File: src/rtl/bnn_pkg.sv
// Shared definitions for the binary classifier layers: pooled-map geometry,
// controller states and a generic popcount helper.
package bnn_pkg;

    localparam int POOL_ROWS = 4;
    localparam int POOL_COLS = 4;
    localparam int POOL_BITS = POOL_ROWS * POOL_COLS;

    // Widest vector the shared popcount handles; narrower callers zero-extend.
    localparam int POP_MAX_W = 256;
    localparam int POP_CNT_W = $clog2(POP_MAX_W + 1);

    typedef enum logic [1:0] {
        IDLE = 2'd0,
        RUN  = 2'd1,
        DONE = 2'd2
    } bnn_state_e;

    function automatic logic [POP_CNT_W-1:0] popcount(input logic [POP_MAX_W-1:0] v);
        logic [POP_CNT_W-1:0] n;
        n = '0;
        for (int i = 0; i < POP_MAX_W; i++) begin
            n = n + POP_CNT_W'(v[i]);
        end
        return n;
    endfunction

endpackage

File: src/rtl/bnn_popcount.sv
// Parameterized-width combinational popcount shared by the binary layers.
module bnn_popcount
    import bnn_pkg::*;
#(
    parameter int WIDTH = 32,
    parameter int CNT_W = $clog2(WIDTH + 1)
) (
    input  logic [WIDTH-1:0] data,
    output logic [CNT_W-1:0] count
);

    logic [POP_MAX_W-1:0] data_ext;

    assign data_ext = POP_MAX_W'(data);
    assign count    = CNT_W'(popcount(data_ext));

endmodule

File: src/rtl/bnn_fc_argmax.sv
// Binary fully-connected layer with argmax: one XNOR-popcount neuron per cycle
// against locally stored weight rows, reporting the best index and score.
//
// state | meaning
// IDLE  | ready for a frame; weight writes allowed
// RUN   | scoring neurons serially; weight writes ignored
// DONE  | result held on o_valid until downstream accepts
module bnn_fc_argmax
    import bnn_pkg::*;
#(
    parameter  int NCH     = 2,
    parameter  int NOUT    = 10,
    localparam int IN_W    = NCH * POOL_BITS,
    localparam int SCORE_W = $clog2(IN_W + 1),
    localparam int IDX_W   = $clog2(NOUT)
) (
    input  logic               clk,
    input  logic               rst_n,
    input  logic               i_valid,
    output logic               o_ready,
    input  logic [0:IN_W-1]    i_fmap,
    input  logic               i_wgt_we,
    input  logic [IDX_W-1:0]   i_wgt_addr,
    input  logic [0:IN_W-1]    i_wgt_data,
    output logic               o_valid,
    input  logic               i_ready,
    output logic [IDX_W-1:0]   o_class,
    output logic [SCORE_W-1:0] o_score
);

    localparam logic [IDX_W-1:0] LAST_IDX = IDX_W'(NOUT - 1);

    bnn_state_e state, state_nx;

    // Bit order is irrelevant to XNOR-popcount as long as map and rows agree.
    logic [IN_W-1:0]    fmap_q;
    logic [IN_W-1:0]    wgt [NOUT];
    logic [IN_W-1:0]    xnor_row;
    logic [SCORE_W-1:0] score_c;

    logic [IDX_W-1:0]   cnt;
    logic               issue_done;
    logic               pend_q;
    logic [SCORE_W-1:0] score_q;
    logic [IDX_W-1:0]   sidx_q;
    logic [SCORE_W-1:0] best_score;
    logic [IDX_W-1:0]   best_idx;
    logic               wgt_we_ok;

    assign xnor_row  = ~(fmap_q ^ wgt[cnt]);
    assign wgt_we_ok = i_wgt_we && (state != RUN)
                       && ({1'b0, i_wgt_addr} < (IDX_W + 1)'(NOUT));

    bnn_popcount #(
        .WIDTH (IN_W),
        .CNT_W (SCORE_W)
    ) u_popcount (
        .data  (xnor_row),
        .count (score_c)
    );

    always_ff @(posedge clk) begin
        if (!rst_n) begin
            state <= IDLE;
        end else begin
            state <= state_nx;
        end
    end

    always_comb begin
        state_nx = state;
        o_ready  = 1'b0;
        o_valid  = 1'b0;
        case (state)
            IDLE: begin
                o_ready = rst_n;
                if (i_valid) begin
                    state_nx = RUN;
                end
            end
            RUN: begin
                if (pend_q && (sidx_q == LAST_IDX)) begin
                    state_nx = DONE;
                end
            end
            DONE: begin
                o_valid = 1'b1;
                if (i_ready) begin
                    state_nx = IDLE;
                end
            end
            default: state_nx = IDLE;
        endcase
    end

    // Two-stage scoring: the popcount of row cnt is registered, then compared
    // against the running best one edge later, keeping the adder tree and the
    // comparator in separate cycles.
    always_ff @(posedge clk) begin
        if (!rst_n) begin
            fmap_q     <= '0;
            cnt        <= '0;
            issue_done <= 1'b0;
            pend_q     <= 1'b0;
            score_q    <= '0;
            sidx_q     <= '0;
            best_score <= '0;
            best_idx   <= '0;
            for (int i = 0; i < NOUT; i++) begin
                wgt[i] <= '0;
            end
        end else begin
            if (wgt_we_ok) begin
                wgt[i_wgt_addr] <= i_wgt_data;
            end
            case (state)
                IDLE: begin
                    if (i_valid) begin
                        fmap_q     <= i_fmap;
                        cnt        <= '0;
                        issue_done <= 1'b0;
                        pend_q     <= 1'b0;
                    end
                end
                RUN: begin
                    if (!issue_done) begin
                        score_q <= score_c;
                        sidx_q  <= cnt;
                        pend_q  <= 1'b1;
                        if (cnt == LAST_IDX) begin
                            issue_done <= 1'b1;
                        end else begin
                            cnt <= cnt + 1'b1;
                        end
                    end else begin
                        pend_q <= 1'b0;
                    end
                    // Strict compare keeps the lowest index on ties.
                    if (pend_q && ((sidx_q == '0) || (score_q > best_score))) begin
                        best_score <= score_q;
                        best_idx   <= sidx_q;
                    end
                end
                default: ;
            endcase
        end
    end

    assign o_class = best_idx;
    assign o_score = best_score;

endmodule
File: config.mk
export PLATFORM = sky130hd
export DESIGN_NAME = bnn_fc_argmax
export DESIGN_NICKNAME = d
export VERILOG_FILES = /design/src/rtl/bnn_pkg.sv /design/src/rtl/bnn_popcount.sv /design/src/rtl/bnn_fc_argmax.sv
export SDC_FILE = /design/constraint.sdc
export NUM_CORES = 1
export LEC_CHECK = 0
export BUFFER_PORTS_ARGS = -buffer_cell sky130_fd_sc_hd__buf_2
export CORE_ASPECT_RATIO = 1.4
export CORE_UTILIZATION = 40
export DETAILED_ROUTE_END_ITERATION = 10
export PLACE_DENSITY = 0.53
export SETUP_SLACK_MARGIN = 0.2
export SYNTH_ARGS = -nofsm -noshare
export SYNTH_HDL_FRONTEND = slang
export SYNTH_SLANG_ARGS = --single-unit
File: constraint.sdc
create_clock -name clk -period 9.1 [get_ports clk]
set_input_delay 1.365 -clock clk [delete_from_list [all_inputs] [get_ports clk]]
set_output_delay 1.365 -clock clk [all_outputs]
set_load 0.05 [all_outputs]
==> Word-level counts from Yosys, hierarchy flattened <==
Memories as Yosys holds them, arrays and structs flattened. A register that Yosys moved wholly into a read port is not among the register bits.
Cells that the tools add are included.
{ "word_totals": {"inputBits": 73, "mem_bits_rw": 320, "register_bits": 60, "n_memories": 1, "latchBits": 0, "mem_bits_ro": 0} }
{ "memory_table": {"columns": ["memory", "depth", "word_bits", "read_ports", "rd_clocked_by_memory_dff", "write_ports", "line", "rtl"], "rows": [
  ["wgt", 10, 32, 1, 1, 10, "bnn_fc_argmax.sv:37", "logic [IN_W-1:0] wgt [NOUT];"]
]} }
{ "op_classes": {"multipliers": 0, "n_addsub": 32, "n_eq_ne": 10, "reduce_logical": 15, "n_shift": 0, "order_cmp": 2, "div_mod_pow": 0, "n_bitwise": 3, "muxes": 25} }
{ "op_table": {"columns": ["op", "n"], "rows": [
  ["6-bit by 1-bit adder with 6-bit output", 30],
  ["32-bit 2-to-1 mux", 1],
  ["32-bit NOT", 1],
  ["32-bit OR reduction", 1],
  ["32-bit bitwise XOR", 1],
  ["4-bit 2-to-1 mux", 6],
  ["1-bit 2-to-1 mux", 11],
  ["2-bit inequality test (second input constant)", 5],
  ["4-bit == test (second input constant)", 2],
  ["4-bit case mux with 2 select lines", 1],
  ["2-bit AND reduction", 4],
  ["6-bit > comparator", 1],
  ["2-bit 2-to-1 mux", 3],
  ["2-bit case mux with 3 select lines", 1],
  ["4-bit by 1-bit adder with 4-bit output (second input constant)", 1],
  ["1-bit logical AND", 4],
  ["4-bit zero test", 1],
  ["4-bit less-than comparator (second input constant)", 1],
  ["1-bit case mux with 2 select lines", 2],
  ["4-bit AND reduction", 1],
  ["3-bit AND reduction", 1],
  ["1-bit by 1-bit adder with 2-bit output", 1],
  ["2-bit by 1-bit == test with 1-bit output (second input constant)", 1],
  ["2-bit == test (second input constant)", 1],
  ["5 further kinds", 5]
]} }

==> Depth between registers and ports, before layout <==
Gate-level depths: netlist of the first run.
{ "logic_depth": {"depth_word": 33, "ltp_mapped": 26, "mapped_depth_nobuf": 23} }

==> By module <==
Synthesis of the first run repeated with hierarchy kept, for this count alone.
{ "hier_totals": {"cells_unflattened": 1616, "hier_area_um2": 25025.3} }
{ "modules_own_cells": {"columns": ["module", "instances", "area_per_inst_um2", "cells_each"], "rows": [
  ["bnn_fc_argmax", 1, 24210.7, 1527],
  ["bnn_popcount", 1, 814.5, 89]
]} }

==> Least setup slack after synthesis of the first run <==
No wires, ideal clock.
{ "synth_timing": {"path_kind": "register to register", "from": "register (tool-made name)", "to": "register score_q[4]", "path_buffers": 1, "stages_incl_launch_ff": 24, "setup_time_ns": 0.074, "arrival_time_ns": 6.154, "path_slack_ns": 2.871, "path_cell_list": "dfxtp_1 -> buf_2 -> mux4_2 -> nor2b_1 -> a211oi_1 -> a21oi_1 -> xnor2_1 -> ha_1 -> inv_1 -> fa_1 -> fa_1 -> fa_1 -> fa_1 -> fa_1 -> inv_1 -> fa_1 -> inv_1 -> fa_1 -> fa_1 -> inv_1 -> a21o_1 -> a21oi_1 -> xor2_1 -> o21ai_0"} }
{ "synth_rtl": {"columns": ["item", "line", "rtl"], "rows": [
  ["end signal, assigned", "bnn_fc_argmax.sv:127", "score_q <= score_c;"],
  ["end, declared", "bnn_fc_argmax.sv:44", "logic [SCORE_W-1:0] score_q;"]
]} }

==> results of run 1 <==
## registers in the layout, indices dropped and copies added (netlist names), named ones only
signal,cells
issue_done,1
fmap_q,32
sidx_q,4
o_score,6
wgt,512
state,2
score_q,6
o_class,4
cnt,4
pend_q,1
## cell families (layout without fill, tap and decap cells)
logic type | Yosys count | after routing | synth area share, %
adders and majority gates | 40 | 40 | 2.76
xor gates and xnor gates | 37 | 37 | 1.31
AOI/OAI and AO/OA | 132 | 132 | 3.51
buffers and inverters | 171 | 296 | 3.19
DFF | 576 | 576 | 67.5
muxes | 161 | 161 | 13.0
other | 1 | 192 | 0.0152
and+or+nand+nor | 514 | 514 | 8.72
## power groups by stage
stage,Sequential (uW),Clock (uW),Combinational (uW)
6_report,3060,2200,1390
5_1_grt,3070,2340,1590
4_1_cts,3060,2250,1420
3_5_place_dp,3110,0,1410
3_3_place_gp,3110,0,1420
2_1_floorplan,3080,0,1100
## synth_stat cells, types with 2 or more instances
cell / n / area [um^2]
a211oi_1: 33 / 248
a21boi_0: 38 / 285
a21o_1: 2 / 15.0
a21oi_1: 37 / 185
and2_1: 2 / 12.5
buf_2: 34 / 170
buf_4: 19 / 143
buf_6: 4 / 45.0
clkbuf_1: 40 / 150
dfxtp_1: 64 / 1280
edfxtp_1: 512 / 15400
fa_1: 24 / 480
ha_1: 16 / 200
inv_1: 72 / 270
mux2i_1: 33 / 330
mux4_2: 128 / 2880
nand2_1: 135 / 507
nand2b_1: 4 / 25.0
nand3_1: 19 / 95.1
nand3_2: 2 / 20.0
nand3b_4: 2 / 40.0
nand4_1: 6 / 37.5
nor2_1: 297 / 1110
nor2b_1: 40 / 250
nor3_1: 2 / 10.0
nor3b_1: 2 / 15.0
o211a_1: 2 / 20.0
o21ai_0: 15 / 75.1
xnor2_1: 16 / 140
xor2_1: 21 / 184
## worst min-delay path by stage
stage,to,slack [ps],depth (start not counted)
after floorplan,fmap_q[18],460,2
after global placement,o_class[2],440,2
after detailed placement,o_class[0],460,2
after CTS,o_class[0],470,2
after global routing,o_class[0],490,2
final,o_class[0],460,2
## per-stage QoR
stage                     hold slack (ps)  util [%]  worst slack (ps)  power (uW)
after floorplan                       455         -              2870        4180
after global placement                444      43.8              1880        4520
after detailed placement              457      43.8              1840        4530
after CTS                             468      46.6              1830        6720
after global routing                  490      46.6              1550        7000
final                                 462      46.6              1920        6650
## per-layer routing
metal,up-vias,part of all wire (%)
li1,6335,-
met1,7203,43
met2,371,49
met3,120,4.7
met4,0,3.3
met5,-,0
## critical path: stages, from the launching register on
cell      delay [ps]
dfxtp_4          960
mux4_2           600
nor2b_1          140
a211oi_1         240
a21oi_1           80
xor2_1           280
fa_1             490
fa_1             660
inv_1             90
fa_1             510
inv_1             60
fa_1             520
fa_1             500
inv_1             50
fa_1             470
inv_1             50
fa_1             410
fa_1             460
inv_1             70
a21o_1           100
a21oi_1           70
xor2_1           140
o21ai_0          150
## area by class of cell
class | instances | area (um^2)
Fill cell | 5460 | 32500
Sequential cell | 576 | 16700
Multi-Input combinational cell | 1076 | 8020
Clock buffer | 71 | 1480
Tap cell | 817 | 1020
Timing Repair Buffer | 119 | 708
Inverter | 72 | 270
Clock inverter | 34 | 213
==> qor.csv, run 1 <==
metric,value,unit
"Hold-fix buffers, CTS",0,
Final ANT Viol Nets,0,
"non-filler cells, final",2765,
Worst setup SP type,register,
endpoint class of the critical path,register,
Max-slew headroom,38.0,%
drt pass-1 iters,5,
Die Wd,212,um
Fmax,0.139,GHz
die height,296,um
DR DRC count,0,
status,"finished, final reports clean",
"most common cell after layout, fill and taps aside",edfxtp_1,
end point of the critical path,score_q[4],
Crit path required time,9640,ps
Syn. warnings,0,
initial antenna violation count,0,
Comb power frac,21.0,%
Internal,4840,uW
TritonCTS buffer count,56,
busiest grt layer,met2,
Clock Tree Buf Depth,3,
CTS resizes,0,
Ports,85,
period utilization,78.9,%
Post-synth EDFFs,512,
Psw,1810,uW
Seq cells post-synth,576,
Clock power frac,33.1,%
Max Slew Vio Count,0,
Async SR Flop Fraction,0,%
GR Layer Usage met3,2.62,%
clk sinks,576,
hold wc startpoint,o_class[0],
number of global-route vias before repair,14400,
worst-case reg-to-reg path depth,22,
"setup slack, reg-to-reg",1920,ps
"Clk pin slew, worst setup/hold paths",60,ps
Core ar.,60900,um^2
CP max FO,43,
sequential share of power,45.9,%
RSZ-0062 raised after global routing,false,
kind of critical path,reg -> reg,
most frequent cells in the layout,"edfxtp_1, nor2_1, conb_1, mux4_2, nand2_1",
clk_skew,15.5,ps
vias per cell,5.07,
GR Overflow Total,0,
input/output buffers,84,
Synth Cell Area,24700,um^2
worst r2r dst,score_q[4],
DR iter-0 viols,1229,
routed length per instance,22.6,um
Root Buffer,clkbuf_16,
Routability Congestion,0.747,
unique cell type count in the Yosys netlist,41,
switching portion of total power,27.2,%
Cells after Synth,1632,
HPWL after DPL,35.6,mm
Worst Path Arrival,7710,ps
sequential area share after synthesis,67.5,%
Tot GR Track Use,20.5,%
Syn Area/Cell,15.1,um^2
cell count after placement,2660,
min Tclk post-route,7180,ps
layout cells sized above 1,17.6,%
Fin. Hold Viols,0,
CTS tree,built,
pwr dens,234,nW/um^2
fin area,28400,um^2
final net count,2014,
worst vdd ir,0.298,mV
P&R area growth vs syn,15.0,%
Hold Path Class,reg -> reg,
largest net degree at the start of global routing,85,
maxcap violations,0,
Final setup viols,0,
first-pass GRT wire length,92.1,mm
Clock Latency Late Sink,620,ps
"Cell Area, Placed",26700,um^2
Post-CTS Setup Repair Bufs,0,
Starting Density,40.5,%
M1 GR Usage,27.6,%
Site Rows,107,
antenna cells,0,
Main synth FF type,edfxtp_1,
Leakage,0.0102,uW
Setup TNS Final,0,ps
full die area,62700,um^2
H-Tree Depth,2,
Worst-Margin Slew,931,ps
drt total wl,62.6,mm
vias,14000,
grt met2 use,34.1,%
Power figures use the tool's default switching activity.
==> inputs of run 2 (changes only) <==
- clock period: 9.1 -> 7.17 ns (I/O delays scaled with it)
==> run 2 against run 1 <==
  * Combinational power rose by 30%
  * Clock skew fell by 6.4 ps
  * Utilization rose by 0.62 points
  * Maximum frequency rose by 7.8%
  * Via count rose by 1.5%
  * Cell area rose by 1.3%
  * Non-clock buffer count rose by 39
  * Clock power rose by 28%
  * Setup slack got worse by 1400 ps
  * Global-route usage rose by 0.28 points
==> qor.csv, run 2 (same netlist as run 1, synthesis figures left out) <==
metric,value,unit
maxcap violations,0,
Fmax,0.150,GHz
Clock Tree Buf Depth,3,
clk sinks,576,
"Clk pin slew, worst setup/hold paths",60,ps
Max Slew Vio Count,0,
Tot GR Track Use,20.8,%
final net count,2052,
Worst Path Arrival,7190,ps
Root Buffer,clkbuf_16,
status,"finished, final reports clean",
M1 GR Usage,27.5,%
routed length per instance,22.9,um
Max-slew headroom,37.9,%
Worst setup SP type,register,
DR DRC count,0,
Setup TNS Final,0,ps
Psw,2280,uW
Fillers,5390,
drt pass-1 iters,5,
antenna cells,0,
"most common cell after layout, fill and taps aside",edfxtp_1,
most frequent cells in the layout,"edfxtp_1, nor2_1, conb_1, mux4_2, nand2_1",
vias,14200,
Hold Path Class,reg -> reg,
Largest regs,"wgt (512), fmap_q (32)",
endpoint class of the critical path,register,
sequential share of power,45.5,%
Fin. Hold Viols,0,
period utilization,92.9,%
Clock Latency Late Sink,600,ps
full die area,62700,um^2
largest register by flop count,wgt,
pwr dens,295,nW/um^2
CP max FO,7,
clk_skew,9.18,ps
min Tclk post-route,6660,ps
die height,296,um
Leakage,0.0105,uW
grt met2 use,35.8,%
Worst path max stage delay,640,ps
GR Layer Usage met3,2.72,%
Clock power frac,33.1,%
HPWL after DPL,38.3,mm
DR iter-0 viols,1017,
"Cell Area, Placed",26900,um^2
P&R area growth vs syn,16.5,%
largest net degree at the start of global routing,52,
number of global-route vias before repair,14600,
input/output buffers,84,
Starting Density,40.5,%
Comb power frac,21.4,%
CTS tree,built,
Core ar.,60900,um^2
Die Wd,212,um
Most Frequent Cell on Critical Path,fa_1,
initial antenna violation count,0,
busiest grt layer,met2,
vias per cell,5.09,
Ports,85,
Site Rows,107,
Final setup viols,0,
first-pass GRT wire length,93.6,mm
kind of critical path,reg -> reg,
Worst-Margin Slew,928,ps
drt total wl,63.9,mm
hold_ws,458,ps
RSZ-0062 raised after global routing,false,
Final ANT Viol Nets,0,
multi-input logic area,8000,um^2
Internal,6220,uW
GR Overflow Total,0,
Crit path required time,7700,ps
fin area,28800,um^2
layout cells sized above 1,19.1,%
switching portion of total power,26.8,%
CP max stage cell,fa_2,
FF/Latch Area,16700,um^2
cell breakdown of the critical path,buf_4 -> buf_4 -> mux4_2 -> nor2b_1 -> a211oi_1 -> a21oi_1 -> xor2_1 -> fa_1 -> fa_2 -> inv_1 -> fa_1 -> inv_1 -> fa_1 -> fa_1 -> inv_1 -> fa_1 -> inv_1 -> fa_1 -> fa_1 -> inv_1 -> a21o_1 -> a21oi_1 -> xor2_1 -> o21ai_0,
H-Tree Depth,2,
Routability Congestion,0.744,
Largest register FFs,512,
worst vdd ir,0.353,mV
TritonCTS buffer count,55,
[run 2: changes by cell type in the layout (fill, tap and decap cells not counted), moves of 2 or more]
cell      change
inv_6         -2
buf_12        +5
clkinv_1      -3
clkinv_2      -4
buf_4        +32
nand2_4       -2
nand2_2       +2
clkbuf_4      +3
[run 2: path summary, 6_finish.rpt]
kind         startpoint    endpoint  slack (ps)  cells after the start
max reg2reg    register  score_q[4]         510                     24
max            register  score_q[4]         510                     24
min          o_class[0]  o_class[0]         460                      2
min reg2reg  o_class[0]  o_class[0]         460                      2
[run 2: through the flow]
stage          utilization (%)  power, uW  std cells  setup slack [ps]
6_report                  47.2       8490       2798               509
5_1_grt                   47.2       8960       2798               193
4_1_cts                   47.0       8570       2783               443
3_5_place_dp              44.2       5760       2684               454
3_3_place_gp              44.2       5760       2684               448
2_1_floorplan                -       5310       1823               941
[run 2: layer usage]
metal | wire length [um] | part of all wire (%) | up-vias
li1 | - | - | 6389
met1 | 27300 | 43 | 7403
met2 | 32200 | 50 | 365
met3 | 2910 | 4.6 | 85
met4 | 1540 | 2.4 | 0
met5 | 0 | 0 | -
[run 2: final cells by class]
class                      instances  share of cell area, %
inverter                          72                  0.940
multi-input combinational       1076                   27.8
clock inverter                    23                  0.600
clock buffer                      76                   5.28
timing repair buffer             158                   3.83
tap                              817                   3.55
sequential                       576                   58.0
[run 2: critical path, delay by kind of cell (launching register included)]
kind	cells	cell delay, ps
AND/OR/NAND/NOR	1	140
flip-flops	1	460
adder cells (fa/ha/maj)	8	4030
XOR/XNOR	2	300
multiplexers	1	470
buffers and inverters	7	550
AO/OA/AOI/OAI	5	650
[run 2: timing repair]
action                                  4_1_cts  5_1_grt
hold buffers                                  0        0
resized for setup                             0        2
setup buffers                                 0       14
endpoints found under the setup margin        0        1
[run 2: power groups by stage]
stage | Combinational (uW) | Sequential (uW) | Clock [uW]
after floorplan | 1400 | 3910 | 0
after global placement | 1820 | 3930 | 0
after detailed placement | 1820 | 3940 | 0
after CTS | 1830 | 3870 | 2870
after global routing | 2100 | 3880 | 2980
final | 1810 | 3870 | 2810
==> inputs of run 3 (changes only) <==
- ABC_AREA: unset -> 1
==> run 3 against run 2 <==
  * Final cell count rose by 30%
  * First-iteration DRC count rose by 47%
  * Clock power rose by 5%
  * Combinational power rose by 65%
  * Sequential cell count did not move
  * Synthesized cell count rose by 55%
  * Cell area rose by 4.1%
  * Setup slack improved by 50 ps
  * Global-route usage rose by 1.1 points
  * Maximum frequency rose by 0.76%
  * Area after synthesis rose by 5.9%
  * Critical path type unchanged
  * Largest power group unchanged
  * Highest routed layer is now met5
==> qor.csv, run 3 <==
metric,value,unit
status,"finished, final reports clean",
DR DRC count,0,
Routability Congestion,0.795,
Post-synth EDFFs,512,
CP max FO,131,
CTS resizes,0,
worst-case reg-to-reg path depth,24,
Clock Latency Late Sink,630,ps
Largest regs,"wgt (512), fmap_q (32)",
unique cell type count in the Yosys netlist,34,
P&R area growth vs syn,14.6,%
hold path cells,2,
"Hold-fix buffers, CTS",0,
die height,304,um
drt pass-1 iters,5,
min Tclk post-route,6610,ps
post-synth top area share,58.8,%
number of global-route vias before repair,18300,
Worst Path Arrival,7160,ps
Async SR Flop Fraction,0,%
hold_ws,476,ps
Main synth FF type,edfxtp_1,
Largest register FFs,512,
Core ar.,64400,um^2
Final setup viols,0,
Synth Area in Adders,2.60,%
Leakage,0.0117,uW
DP Worst Slack,611,ps
Max-slew headroom,17.1,%
Synth area leader,edfxtp_1,
Clock Tree Buf Depth,3,
power consumption,9850,uW
"Clk pin slew, worst setup/hold paths",70,ps
endpoint class of the critical path,register,
input/output buffers,84,
synth top area cells,"edfxtp_1, o211ai_1, nand2_1, inv_1, dfxtp_1",
clk sinks,576,
vias,18400,
RSZ-0062 raised after global routing,false,
period utilization,92.2,%
TritonCTS buffer count,56,
Fin. Hold Viols,0,
fin area,29900,um^2
drt total wl,71.3,mm
"most common cell after layout, fill and taps aside",edfxtp_1,
clk_skew,22.8,ps
routed length per instance,19.5,um
Final ANT Viol Nets,0,
Site Rows,110,
antenna cells,0,
PnR worst setup slack,559,ps
Commonest cells post-synth,"edfxtp_1, nand2_1, inv_1, nor2_1, nand3_1",
Fmax,0.151,GHz
Worst-Margin Slew,1240,ps
Post-Synth XOR/XNOR Area,0.0670,%
worst vdd ir,0.544,mV
sequential area share after synthesis,63.7,%
final net count,2874,
Syn. warnings,0,
mux cell area share after synthesis,0,%
layout cells sized above 1,8.29,%
pwr dens,329,nW/um^2
vias per cell,5.05,
Root Buffer,clkbuf_16,
HPWL after DPL,43.3,mm
Synth Area in Simple Gates,15.4,%
largest register by flop count,wgt,
Worst setup SP type,register,
Seq cells post-synth,576,
maxcap violations,0,
Synth Cell Area,26100,um^2
most frequent cells in the layout,"edfxtp_1, nand2_1, inv_1, nor2_1, nand3_1",
Starting Density,40.6,%
Max Slew Vio Count,0,
GR Overflow Total,0,
Hold Path Class,reg -> reg,
Tot GR Track Use,21.9,%
Cells after Synth,2534,
Synth Area in Compound Gates,9.84,%
kind of critical path,reg -> reg,
Post-CTS Setup Repair Bufs,0,
Setup TNS Final,0,ps
first-pass GRT wire length,109,mm
Crit path required time,7720,ps
DR iter-0 viols,1496,
H-Tree Depth,2,
largest family of logic cells by synthesized area,simple AND/OR/NAND/NOR gates,
"Cell Area, Placed",28200,um^2
Ports,85,
Syn Area/Cell,10.3,um^2
top-count cell post-synth,edfxtp_1,
largest net degree at the start of global routing,132,
full die area,66400,um^2
CTS tree,built,
initial antenna violation count,2,
Die Wd,218,um
## run 3: cell types whose count changed in the layout (fill, tap and decap cells not counted), sizes merged, moves of 38 or more
cell and delta:
nand2 +266, inv +321, nor2b -40, o21ai +65, a21boi -38, nand3 +224
o211ai +223, mux4 -128, a21oi +56
## run 3: cells by family (layout without fill, tap and decap cells)
kind of cell,after synthesis,in the layout
compound gates,400,400
xor+xnor,2,2
fa+ha+maj,40,40
buf+inv,546,630
flops,576,576
other cells,1,192
simple gates,969,969
## run 3: final timing paths
check | from | slack, ps | endpoint
worst min-delay path | fmap_q[2] | 480 | fmap_q[2]
worst min register to register | fmap_q[2] | 480 | fmap_q[2]
worst max-delay path | register | 560 | score_q[4]
worst max register to register | register | 560 | score_q[4]
## run 3: worst max-delay path, cell delays in order (launching register included)
cell and delay [ps]:
dfxtp_4 370, buf_12 470, a21oi_1 110, o21ai_0 120
nand3_1 80, nand3_1 100, nand2_1 60, nand2_1 50
nand2_1 60, ha_1 300, inv_1 70, fa_1 430
fa_1 640, fa_1 470, fa_1 490, fa_1 500
inv_1 50, fa_1 470, inv_1 50, fa_1 410
fa_1 460, nand3b_1 170, a21oi_1 190, nor2_1 60
a211oi_1 150
## run 3: cell type report
cell class              instances  area (um^2)
well taps                     840         1050
repair buffers                132          931
inverters                     392         1470
fillers                      6129        34500
clock inverters                30          273
flip-flops and latches        576        16700
multi-input cells            1603         8040
clock buffers                  76         1520
## run 3: metal layers
metal	global-route usage, %	routed length [um]	vias up
li1	-	-	8809
met1	28.4	30600	8964
met2	37.2	34900	503
met3	2.96	3350	139
met4	7.45	2360	2
met5	0	9	-
## run 3: power by group
part | total (uW) | internal [uW] | switching, uW
registers | 3890 | 3830 | 65.6
logic | 2990 | 1160 | 1830
clock network | 2960 | 1660 | 1300
## run 3: stage by stage
stage	instances	util, %
floorplan	2725	-
global placement	3543	43.7
detailed placement	3543	43.7
CTS	3649	46.5
global route	3649	46.5
finish	3649	46.5
